==> src/rtl/fsm_rsp_pkg.sv <==
// Shared state encodings for the read-handshake responder and its bench.
package fsm_rsp_pkg;

  typedef enum logic [1:0] {
    RSP_IDLE = 2'd0,
    RSP_PH2  = 2'd1,
    RSP_PH1  = 2'd2,
    RSP_DATA = 2'd3
  } rsp_state_e;

endpackage

==> src/rtl/fsm_rsp_wcnt.sv <==
// Loadable down-counter holding the remaining wait states of a read.
module fsm_rsp_wcnt #(
  parameter int WW = 3
) (
  input  logic          clk,
  input  logic          rst,
  input  logic          load,
  input  logic [WW-1:0] load_val,
  input  logic          dec,
  output logic          zero
);

  logic [WW-1:0] cnt_q, cnt_d;

  // NOTE: every variable written here gets a default first, so no path leaves it unassigned and no latch is inferred.
  always_comb begin
    cnt_d = cnt_q;
    if (load) begin
      cnt_d = load_val;
    end else if (dec && (cnt_q != '0)) begin
      cnt_d = cnt_q - 1'b1;
    end
  end

  // NOTE: sequential state uses non-blocking assignments so all flops update together at the edge.
  always_ff @(posedge clk or posedge rst) begin
    if (rst) begin
      cnt_q <= '0;
    end else begin
      cnt_q <= cnt_d;
    end
  end

  assign zero = (cnt_q == '0);

endmodule

==> src/rtl/fsm_rd_responder.sv <==
// Target-side read responder: wait-state insertion and register-array read data.
// Optional protocol checker on `err` enabled by FSM_RSP_PROTO_CHECK_EN.
module fsm_rd_responder
  import fsm_rsp_pkg::*;
#(
  parameter int AW = 4,
  parameter int DW = 8,
  parameter int WW = 3
) (
  input  logic          clk,
  input  logic          rst,
  input  logic          rd,
  input  logic          ds,
  input  logic [AW-1:0] addr,
  input  logic [WW-1:0] wait_cfg,
  output logic          ws,
  output logic [DW-1:0] rdata,
  input  logic          we,
  input  logic [AW-1:0] waddr,
  input  logic [DW-1:0] wdata,
  output logic          err
);

  localparam int DEPTH = 2**AW;

  rsp_state_e    state_q, state_d;
  logic [AW-1:0] addr_q, addr_d;
  logic [DW-1:0] rdata_q, rdata_d;
  logic          err_q, err_d;
  logic [DW-1:0] mem_q [DEPTH];
  logic          cnt_load, cnt_dec, cnt_zero;

  fsm_rsp_wcnt #(.WW(WW)) u_wcnt (
    .clk      (clk),
    .rst      (rst),
    .load     (cnt_load),
    .load_val (wait_cfg),
    .dec      (cnt_dec),
    .zero     (cnt_zero)
  );

  // Moore decode: async reset forces IDLE, so ws drops in the reset cycle.
  assign ws = (state_q == RSP_PH2) && !cnt_zero;

  always_comb begin
    state_d  = state_q;
    addr_d   = addr_q;
    rdata_d  = rdata_q;
    cnt_load = 1'b0;
    cnt_dec  = 1'b0;
    unique case (state_q)
      RSP_IDLE: begin
        if (rd) begin
          addr_d   = addr;
          cnt_load = 1'b1;
          state_d  = RSP_PH2;
        end
      end
      RSP_PH2: begin
        if (!rd) begin
          state_d = RSP_IDLE;
        end else if (ws) begin
          cnt_dec = 1'b1;
          state_d = RSP_PH1;
        end else begin
          rdata_d = mem_q[addr_q];
          state_d = RSP_DATA;
        end
      end
      RSP_PH1:  state_d = rd ? RSP_PH2 : RSP_IDLE;
      RSP_DATA: state_d = RSP_IDLE;
      default:  state_d = RSP_IDLE;
    endcase
  end

`ifdef FSM_RSP_PROTO_CHECK_EN
  logic proto_viol;
  always_comb begin
    proto_viol = (ds != (state_q == RSP_DATA));
    if (((state_q == RSP_PH1) || (state_q == RSP_PH2)) && !rd) begin
      proto_viol = 1'b1;
    end
  end
  assign err_d = err_q | proto_viol;
`else
  logic unused_ds;
  assign unused_ds = ds;
  assign err_d     = 1'b0;
`endif

  always_ff @(posedge clk or posedge rst) begin
    if (rst) begin
      state_q <= RSP_IDLE;
      addr_q  <= '0;
      rdata_q <= '0;
      err_q   <= 1'b0;
    end else begin
      state_q <= state_d;
      addr_q  <= addr_d;
      rdata_q <= rdata_d;
      err_q   <= err_d;
    end
  end

  // NOTE: the array must read back as zero after reset, so each word is a resettable flop rather than an inferred RAM.
  always_ff @(posedge clk or posedge rst) begin
    if (rst) begin
      for (int i = 0; i < DEPTH; i++) begin
        mem_q[i] <= '0;
      end
    end else if (we) begin
      mem_q[waddr] <= wdata;
    end
  end

  assign rdata = rdata_q;
  assign err   = err_q;

endmodule
==> config.mk <==
export PLATFORM = sky130hd
export DESIGN_NAME = fsm_rd_responder
export DESIGN_NICKNAME = d
export VERILOG_FILES = /design/src/rtl/fsm_rsp_pkg.sv /design/src/rtl/fsm_rsp_wcnt.sv /design/src/rtl/fsm_rd_responder.sv
export SDC_FILE = /design/constraint.sdc
export NUM_CORES = 1
export LEC_CHECK = 0
export BUFFER_PORTS_ARGS = -buffer_cell sky130_fd_sc_hd__buf_2
export CAP_MARGIN = 20
export CORE_ASPECT_RATIO = 0.7
export CORE_UTILIZATION = 61
export DETAILED_ROUTE_END_ITERATION = 7
export PLACE_DENSITY = 0.79
export SYNTH_ARGS = -nofsm -noshare
export SYNTH_HDL_FRONTEND = slang
export SYNTH_SLANG_ARGS = --single-unit
==> constraint.sdc <==
create_clock -name clk -period 4.9 [get_ports clk]
set_input_delay 0.245 -clock clk [delete_from_list [all_inputs] [get_ports clk]]
set_output_delay 0.245 -clock clk [all_outputs]
set_load 0.05 [all_outputs]
# Word level (Yosys, flattened, before mapping)
# Index checks and enable logic that the tools add are counted.
dict set report totals {
  word_cells 59
  register_bits 145
  output_inout_bits 10
  in_bits 24
}
dict set report op_classes {
  n_mux 18
  n_bitwise 3
  add_sub_neg 1
  n_eq_ne 4
  n_reduce_logical 10
  magnitude_cmp 3
}
# cell count
set op_table {}
lappend op_table {{$bwmux W128} 1}
lappend op_table {{$bmux W8 S4} 1}
lappend op_table {{$demux W8 S4} 1}
lappend op_table {{$mux W8} 3}
lappend op_table {{$ge A5 B5 Y1 const B} 2}
lappend op_table {{$not A4 Y5} 2}
lappend op_table {{$pmux W2 S4} 1}
lappend op_table {{$mux W1} 7}
lappend op_table {{$mux W3} 2}
lappend op_table {{$lt A5 B1 Y1 const B} 1}
lappend op_table {{$eq A2 B2 Y1 const B} 2}
lappend op_table {{$mux W2} 2}
lappend op_table {{$logic_and A1 B1 Y1} 3}
lappend op_table {{$logic_not A3 Y1} 1}
lappend op_table {{$reduce_and A3 Y1} 1}
lappend op_table {{$reduce_bool A3 Y1} 1}
lappend op_table {{$sub A3 B1 Y3 const B} 1}
lappend op_table {{$eq A2 B1 Y1 const B} 1}
lappend op_table {{$logic_not A2 Y1} 1}
lappend op_table {{$ne A2 B2 Y1 const B} 1}
lappend op_table {{$reduce_and A2 Y1} 1}
lappend op_table {{$reduce_bool A2 Y1} 1}
lappend op_table {{$logic_not A1 Y1} 1}
lappend op_table {{$not A1 Y1} 1}

# Longest topological paths before layout
# Gate-level depths: netlist (run 1).
dict set report depth {
  word_depth 9
  depth_mapped 7
  mapped_depth_nobuf 6
}

# By module
# Synthesis (run 1) repeated with hierarchy kept, for this count alone.
dict set report unflattened {
  hier_cells 423
  area_unflattened_um2 6668.9
}
# module cells_each area_each_um2 seq_area_each_um2 instances
set by_module_without_submodules {}
lappend by_module_without_submodules {fsm_rd_responder 403 6457.4 3553.4 1}
lappend by_module_without_submodules {fsm_rsp_wcnt 20 211.5 75.1 1}

# Least setup slack after synthesis (run 1)
# OpenSTA, ideal clock, no wires.
dict set report synth_path {
  path_type {flip-flop to output port}
  startpoint {register u_wcnt.cnt_q[0]}
  endpoint {output ws}
  t_required_ns 4.655
  path_buffers 0
  slack_ns 2.676
  path_stages_with_launch 5
  t_arrival_ns 1.979
  path_cell_list {dfrtp_1 inv_1 ha_1 nor2b_1 nor3b_1}
}
dict set report synth_via {
  elab_chain_len 3
}
# item line
set synth_lines {}
lappend synth_lines {{start, declared} fsm_rsp_wcnt.sv:13} ;# logic [WW-1:0] cnt_q, cnt_d;
lappend synth_lines {{start signal, assigned} fsm_rsp_wcnt.sv:30} ;# cnt_q <= cnt_d;
lappend synth_lines {{$logic_not A3 Y1} fsm_rsp_wcnt.sv:34} ;# assign zero = (cnt_q == '0);
lappend synth_lines {{$logic_not A1 Y1} fsm_rd_responder.sv:43} ;# assign ws = (state_q == RSP_PH2) && !cnt_zero;
lappend synth_lines {{$logic_and A1 B1 Y1} fsm_rd_responder.sv:43}
lappend synth_lines {{end, declared} fsm_rd_responder.sv:16} ;# output logic ws,
# Every way passes these cells.

# Worst setup path in the final report (run 1)
dict set report layout_path {
  startpoint {register addr_q[2]}
  endpoint {register rdata_q[5], in the netlist rdata[5]}
}
dict set report layout_via {
  elab_chain_len 4
}
# item line
set layout_lines {}
lappend layout_lines {{start, declared} fsm_rd_responder.sv:27} ;# logic [AW-1:0] addr_q, addr_d;
lappend layout_lines {{start signal, assigned} fsm_rd_responder.sv:99} ;# addr_q <= addr_d;
lappend layout_lines {{$not A4 Y5 (implied by the code)} fsm_rd_responder.sv:66} ;# rdata_d = mem_q[addr_q];
lappend layout_lines {{$bmux W8 S4} fsm_rd_responder.sv:66}
lappend layout_lines {{$mux W8 (implied by the code) (2 in a row)} fsm_rd_responder.sv:66}
lappend layout_lines {{end signal, assigned} fsm_rd_responder.sv:100} ;# rdata_q <= rdata_d;
lappend layout_lines {{end, declared} fsm_rd_responder.sv:28} ;# logic [DW-1:0] rdata_q, rdata_d;
# Every way passes these cells. The select of a mux whose other input is x is not followed.
# A chain may end at the register's enable or synchronous reset.

==> results of run 1 <==
[synthesized netlist by cell type, drive strengths merged (6+ instances only)]
cell | n | share of area
a22oi | 6 | 0.0068
buf | 15 | 0.018
clkbuf | 8 | 0.0045
dfrtp | 145 | 0.55
inv | 6 | 0.0034
mux2 | 131 | 0.22
mux2i | 10 | 0.015
mux4 | 32 | 0.11
nand2 | 10 | 0.0057
nand2b | 7 | 0.0077
nand3b | 6 | 0.0087
nor2 | 15 | 0.012
[routing by layer]
metal | wire length [µm] | track usage | part of all wire | vias up
met2 | 6897 | 0.4576 | 0.50 | 63
met3 | 455 | 0.04788 | 0.033 | 20
met5 | 0 | 0 | 0 | -
met1 | 6208 | 0.3785 | 0.45 | 2052
li1 | - | - | - | 1664
met4 | 180 | 0.09740 | 0.013 | 0
[logic make-up after synthesis]
family	Yosys count	share of synthesized area
muxes	173	0.3492
DFF	145	0.5466
and+or+nand+nor	54	0.04919
buffers and inverters	29	0.02544
AOI/OAI and AO/OA	24	0.02526
adders and majority gates	2	0.003769
other	1	0.0005649
[cell type report]
cell class	instances	area [µm²]
clock inverter	12	188.9
tap	132	165.2
inverter	6	27.53
multi-input combinational	254	2841
clock buffer	19	442.9
sequential	145	3628
timing repair buffer	34	177.7
fill	690	3000
[registers in the layout (all words and copies together), names as in the netlist]
name          flops
state_q           2
addr_q            4
u_wcnt.cnt_q      3
mem_q           128
rdata             8
[report_power, final]
group / internal, mW / switching, mW
sequential: 1.49 / 0.174
clock: 0.909 / 0.478
combinational: 0.450 / 0.398
[per-stage QoR]
stage	total power, mW	util
2_1_floorplan	2.325	-
3_3_place_gp	2.475	0.6532
3_5_place_dp	2.528	0.6532
4_1_cts	3.919	0.7135
5_1_grt	4.065	0.7135
6_report	3.897	0.7135
[worst max path at each step]
stage                     cells after the start  slack, ns       from   endpoint
after global placement                        4       2.50  addr_q[2]   rdata[3]
after global routing                          4       2.28  addr_q[2]   rdata[5]
after CTS                                     4       2.41  addr_q[2]   rdata[5]
final                                         4       2.37  addr_q[2]   rdata[5]
after detailed placement                      4       2.44  addr_q[2]   rdata[5]
after floorplan                               1       0.76        rst  addr_q[0]
==> parameters.txt, run 1 <==
Parameter                              Value

Route
  Vias post-DR    about 3800
  Post-detailed-route via-to-cell ratio    around 6.3
  DR iter-0 viols    241
  Final ANT Viol Nets    0
  WL per Instance    22.83 µm
  Total detailed-routing wirelength    13.74 mm
  Length of the first detailed-routing pass in iterations    4
  DRC violation count after routing    0

Clocking
  Clock Root Buffer    sky130_fd_sc_hd__clkbuf_16
  Clock Latency Late Sink    0.42 ns
  CTS max path bufs    2
  Number of hold-repair buffers added at the cts stage    0
  Clock tree from TritonCTS    yes
  Clock buffers created by TritonCTS    17
  Count of cells resized by post-cts repair    0
  Clock sink count    145
  Level count of the clock H-tree    4
  Clock-pin slew of the registers on the worst-case setup and hold paths    0.06 ns
  Post CTS Setup Buffer Count    0

Flow run
  Number of maximum-capacitance constraint violations    0

Outcome
  Status    finished, final reports clean

Floorplan
  Site row count    31
  Count of pins on the block boundary    34
  Effective utilization at floorplan    0.6339
  Die Span Y    89.29 µm
  Die Area    between 0.01 and 0.015 mm²
  Die span in x    126.7 µm
  Core Region    0.01047 mm²

Place
  Dpl cell area    just under 0.007 mm²
  Placed wire-length estimate after detailed placement    8.808 mm
  Worst slack after detailed placement    2.440 ns
  # port buffers    31
  Post-Place Cells    571
  Final Wtd Congestion    0.7312

Logic synthesis
  Number of library cell types mapped by synthesis    38
  Number of synthesized register bits    145
  Number of synthesized flops with an enable pin    0
  Warnings from Yosys    0
  Synth async-reset ratio    1.000
  Sequential cell area fraction in the yosys report    0.5466
  Number of standard cells after synthesis    428
  Primary FF master, synth    sky130_fd_sc_hd__dfrtp_1
  Synthesized area per cell    approximately 16 µm²
  Post-synth net total    454
  Area of the mapped netlist    0.006639 mm²

STA
  Hold slack    around 0.0029 ns
  Final slew viol count    0
  Setup-failing EPs final    0
  Crit path setup slack, layout    2.372 ns
  Worst slew pin tran    1.020 ns
  Final worst-path cycle share    0.5159
  Sum of negative setup slack    0 ns
  Rel. slew slack    0.3189
  Post-Route Skew    about 0.011 ns
  Final period demand of the worst path    2.528 ns
  Maximum achievable frequency    395.6 MHz
  Fin. Hold Viols    0
  Setup repair after global routing missed its margin    no

Global route
  Initial antenna violation count    0
  Overall overflow remaining after global route    0
  Via count of the first global-routing pass    4043
  Largest net degree at the start of global routing    96
  Total track usage    0.2759
  First-pass GRT wire length    about 22 mm

Critical path
  Critical Path Sink Type    flip-flop
  Sort of element at the start of the critical path    flip-flop
  Arr. time, crit path    2.84 ns
  Top cell family by delay on the critical path    flip-flops
  Worst path max stage delay    0.92 ns
  Worst-path cell chain    inv_1 -> nor3_1 -> a22oi_1 -> o211ai_1
  Worst Path Required    5.21 ns
  Flop2flop setup slack    roughly 2.4 ns
  Largest driver fanout on the critical path    19
  Worst flop-to-flop path startpoint    addr_q[2]
  Total buffers and inverters traversed by the critical path    1
  Setup CP Type    reg -> reg
  Worst R2R Path Depth    4
  Slowest-stage cell, CP    sky130_fd_sc_hd__dfrtp_1
  Worst flop-to-flop path endpoint    rdata[5]

Hold path
  HP Class    in -> async

Layout
  Design Area, Final    0.007472 mm²
  Commonest cells after routing, fill and taps aside    sky130_fd_sc_hd__dfrtp_1, sky130_fd_sc_hd__mux2_2, sky130_fd_sc_hd__buf_2, sky130_fd_sc_hd__mux4_2, sky130_fd_sc_hd__clkbuf_16
  Total number of nets in the final design    484
  Most common library cell in the layout ignoring fill and taps    sky130_fd_sc_hd__dfrtp_1
  Fraction of layout instances using a drive strength above 1    0.4936
  Post-route insts no fill    602
  Syn-to-layout area delta    12.55%
  Number of diodes    0

Power
  Reported leakage power    3.304 nW
  Pwr per Cell Area    approximately 520 mW/mm²
  Worst IR drop on VDD    between 0.3 and 0.4 mV
(Power assumes the default switching activity.)
==> inputs of run 2 (changes only) <==
--- a/config.mk
+++ b/config.mk
@@ -5,6 +5,7 @@
 export SDC_FILE = /design/constraint.sdc
 export NUM_CORES = 1
 export LEC_CHECK = 0
+export ABC_AREA = 1
 export BUFFER_PORTS_ARGS = -buffer_cell sky130_fd_sc_hd__buf_2
 export CAP_MARGIN = 20
 export CORE_ASPECT_RATIO = 0.7
==> constraint.sdc (replaced) <==
create_clock -name clk -period 2.5 [get_ports clk]
set_input_delay 0.125 -clock clk [delete_from_list [all_inputs] [get_ports clk]]
set_output_delay 0.125 -clock clk [all_outputs]
set_load 0.05 [all_outputs]
==> run 2 against run 1 <==
Critical path depth is 4 higher. Cell area is 7.3% higher. Global-route usage is 4.5 points higher. Final cell count is 85% higher. Largest cell class unchanged. Largest power group unchanged.
==> parameters.txt, run 2 <==
Parameter                              Value

STA
  Final worst-path cycle share    0.7466 (was 0.5159)
  Fin. Hold Viols    0 (unchanged)
  Crit path setup slack, layout    0.6336 ns (was 2.372 ns)
  Setup-failing EPs final    0 (unchanged)
  Worst slew pin tran    0.8522 ns (was 1.020 ns)
  Final period demand of the worst path    1.866 ns (was 2.528 ns)
  Setup repair after global routing missed its margin    no (unchanged)
  Maximum achievable frequency    535.8 MHz (was 395.6 MHz)
  Post-Route Skew    0.005177 ns (was 0.01063 ns)
  Rel. slew slack    0.4276 (was 0.3189)
  Final slew viol count    0 (unchanged)
  Sum of negative setup slack    0 ns (unchanged)

Critical path
  Worst path max stage delay    0.56 ns (was 0.92 ns)
  Arr. time, crit path    2.17 ns (was 2.84 ns)
  Most numerous cell on the critical path    sky130_fd_sc_hd__nand2_1
  Sort of element at the start of the critical path    flip-flop (unchanged)
  Worst-path cell chain    buf_4 -> nand2_1 -> nand3_1 -> nand3_1 -> nand3_1 -> nand2_1 -> nand2_1 -> nand2_1 (was inv_1 -> nor3_1 -> a22oi_1 -> o211ai_1)
  Setup CP Type    reg -> reg (unchanged)
  Largest driver fanout on the critical path    64 (was 19)
  Worst Path Required    2.81 ns (was 5.21 ns)
  Critical Path Sink Type    flip-flop (unchanged)
  Slowest-stage cell, CP    sky130_fd_sc_hd__buf_4 (was sky130_fd_sc_hd__dfrtp_1)

Clocking
  CTS max path bufs    2 (unchanged)
  Clock Root Buffer    sky130_fd_sc_hd__clkbuf_16 (unchanged)
  Clock Latency Late Sink    0.42 ns (about the same)
  Clock-pin slew of the registers on the worst-case setup and hold paths    0.06 ns (about the same)
  Count of cells resized by post-cts repair    0 (unchanged)
  Clock sink count    145 (unchanged)
  Clock buffers created by TritonCTS    17 (unchanged)
  Level count of the clock H-tree    4 (unchanged)
  Clock tree from TritonCTS    yes (unchanged)

Logic synthesis
  Number of library cell types mapped by synthesis    24 (was 38)
  Warnings from Yosys    0 (unchanged)
  Sequential cell area fraction in the yosys report    0.5162 (was 0.5466)
  Post-synth net total    947 (was 454)
  Top cells by area in the synthesized netlist    sky130_fd_sc_hd__dfrtp_1, sky130_fd_sc_hd__nand2_1, sky130_fd_sc_hd__o21ai_0, sky130_fd_sc_hd__nand3_1, sky130_fd_sc_hd__inv_1 (was sky130_fd_sc_hd__dfrtp_1, sky130_fd_sc_hd__mux2_2, sky130_fd_sc_hd__mux4_2, sky130_fd_sc_hd__mux4_1, sky130_fd_sc_hd__mux2i_1)
  Most frequently used cell type in the post-synthesis netlist    sky130_fd_sc_hd__nand2_1 (was sky130_fd_sc_hd__dfrtp_1)
  Synthesized area per cell    7.632 µm² (was 15.51 µm²)
  Number of standard cells after synthesis    921 (was 428)
  Synth Area in Simple Gates    0.2729 (was 0.04919)
  Area of the mapped netlist    0.007029 mm² (was 0.006639 mm²)
  Xor and xnor area share after synthesis    0.001246 (was 0)
  Area share of fa/ha/maj cells after synthesis    0.003560 (was 0.003769)
  Synth async-reset ratio    1.000 (unchanged)
  Primary FF master, synth    sky130_fd_sc_hd__dfrtp_1 (unchanged)
  Synth Area in Compound Gates    0.1004 (was 0.02525)
  Top-area cell type share of the netlist area    0.5162 (was 0.5466)
  Post-synth top area cell    sky130_fd_sc_hd__dfrtp_1 (unchanged)
  Largest family of logic cells by synthesized area    simple AND/OR/NAND/NOR gates (was multiplexers)
  Number of synthesized register bits    145 (unchanged)
  Number of synthesized flops with an enable pin    0 (unchanged)
  Portion of netlist area occupied by mux cells    0 (was 0.3492)
  Top cells by count, synth    sky130_fd_sc_hd__nand2_1, sky130_fd_sc_hd__dfrtp_1, sky130_fd_sc_hd__o21ai_0 (was sky130_fd_sc_hd__dfrtp_1, sky130_fd_sc_hd__mux2_2, sky130_fd_sc_hd__mux4_2)

Route
  Post-detailed-route via-to-cell ratio    5.423 (was 6.311)
  Final ANT Viol Nets    0 (unchanged)
  DR iter-0 viols    612 (was 241)
  Vias post-DR    6036 (was 3799)
  DRC violation count after routing    0 (unchanged)
  Length of the first detailed-routing pass in iterations    5 (was 4)
  Total detailed-routing wirelength    17.50 mm (was 13.74 mm)
  WL per Instance    15.72 µm (was 22.83 µm)

Global route
  Via count of the first global-routing pass    5607 (was 4043)
  Initial antenna violation count    0 (unchanged)
  Total track usage    0.3212 (was 0.2759)
  First-pass GRT wire length    28.75 mm (was 22.38 mm)
  Overall overflow remaining after global route    0 (unchanged)
  Largest net degree at the start of global routing    80 (was 96)

Floorplan
  Die span in x    130.3 µm (was 126.7 µm)
  Core Region    0.01113 mm² (was 0.01047 mm²)
  Die Area    0.01196 mm² (was 0.01131 mm²)
  Effective utilization at floorplan    0.6315 (was 0.6339)
  Site row count    32 (was 31)
  Count of pins on the block boundary    34 (unchanged)
  Die Span Y    91.82 µm (was 89.29 µm)

Flow run
  Number of maximum-capacitance constraint violations    0 (unchanged)

Outcome
  Status    finished, final reports clean (unchanged)

Layout
  Largest register by flop count    mem_q (unchanged)
  Number of diodes    0 (unchanged)
  Most common library cell in the layout ignoring fill and taps    sky130_fd_sc_hd__nand2_1 (was sky130_fd_sc_hd__dfrtp_1)
  Syn-to-layout area delta    14.04% (was 12.55%)
  Total number of nets in the final design    973 (was 484)
  Design Area, Final    0.008016 mm² (was 0.007472 mm²)
  Commonest cells after routing, fill and taps aside    sky130_fd_sc_hd__nand2_1, sky130_fd_sc_hd__dfrtp_1, sky130_fd_sc_hd__o21ai_0, sky130_fd_sc_hd__inv_1, sky130_fd_sc_hd__nand3_1 (was sky130_fd_sc_hd__dfrtp_1, sky130_fd_sc_hd__mux2_2, sky130_fd_sc_hd__buf_2, sky130_fd_sc_hd__mux4_2, sky130_fd_sc_hd__clkbuf_16)
  Fraction of layout instances using a drive strength above 1    0.09063 (was 0.4936)
  Flip-flop count of the largest register, all copies and words added    128 (unchanged)

Place
  Worst slack after detailed placement    0.6866 ns (was 2.440 ns)
  Dpl cell area    0.007202 mm² (was 0.006840 mm²)
  Placed wire-length estimate after detailed placement    10.38 mm (was 8.808 mm)
  # port buffers    31 (unchanged)
  Final Wtd Congestion    0.8653 (was 0.7312)

Power
  Total power of the final layout    9.041 mW (was 3.897 mW)
  Worst IR drop on VDD    0.8514 mV (was 0.3897 mV)
  Pwr per Cell Area    1128 mW/mm² (was 521.5 mW/mm²)
  Reported leakage power    4.135 nW (was 3.304 nW)

Hold path
  HP Class    in -> reg (was in -> async)
==> run 2: cell count changes after synthesis, sizes merged, moves of 12 or more <==
cell / previous run / this run
o21ai: 5 / 134
clkbuf: 8 / 20
nand2: 10 / 337
inv: 6 / 122
mux2: 131 / 0
buf: 15 / 31
nand3: 4 / 100
mux4: 32 / 0
==> run 2: what timing repair did <==
item                                    CTS  global route
endpoints found under the hold margin   168             0
endpoints found under the setup margin    0             0
hold buffers                             16             0
buffers inserted                          0             0
==> run 2: path summary, 6_finish.rpt <==
check | from | endpoint | slack [ns] | depth (start not counted)
max | addr_q[0] | rdata[4] | 0.63 | 8
min | addr[3] | addr_q[3] | 0.02 | 3
max reg2reg | addr_q[0] | rdata[4] | 0.63 | 8
min reg2reg | rdata[5] | rdata[5] | 0.48 | 2
max in group asynchronous | rst | mem_q[121] | 1.70 | 4
min in group asynchronous | rst | mem_q[77] | 0.37 | 4
==> run 2: cell type report <==
class                   count  area, µm²
inverters                 124      469.2
multi-input cells         601       2661
flip-flops and latches    145       3630
well taps                 153      191.4
repair buffers             58      410.4
clock buffers              26      539.3
fillers                   892       3114
clock inverters             6      115.1
==> run 2: report_power, final <==
part,internal [mW],switching [mW],total [mW]
Clock,1.79,0.970,2.76
Sequential,2.90,0.305,3.21
Combinational,0.956,2.12,3.07
Total,5.65,3.39,9.04
==> run 2: logic make-up after synthesis <==
group / after synthesis
fa+ha+maj: 2
simple gates: 456
flops: 145
xor+xnor: 1
compound gates: 141
other cells: 1
buf+inv: 175
==> run 2: worst max-delay path: cells and delay by family, from the launching register on <==
family,cells,cell delay (ns)
simple gates,7,0.78
buf+inv,1,0.56
flops,1,0.36
==> run 2: routing by layer <==
layer  GRT usage  wire length, µm  up-vias
li1            -                -     2925
met4     0.07655              214        0
met1      0.4660             8164     2883
met5           0                0        -
met2      0.4849             7917      207
met3     0.07935             1203       21
==> run 2: stage by stage <==
step	hold WS (ns)	instances	utilization
after floorplan	0.2460	921	-
after global placement	0.2766	1065	0.6470
after detailed placement	0.2791	1065	0.6470
after CTS	0.01311	1113	0.7202
after global routing	0.06583	1113	0.7202
final	0.01761	1113	0.7202
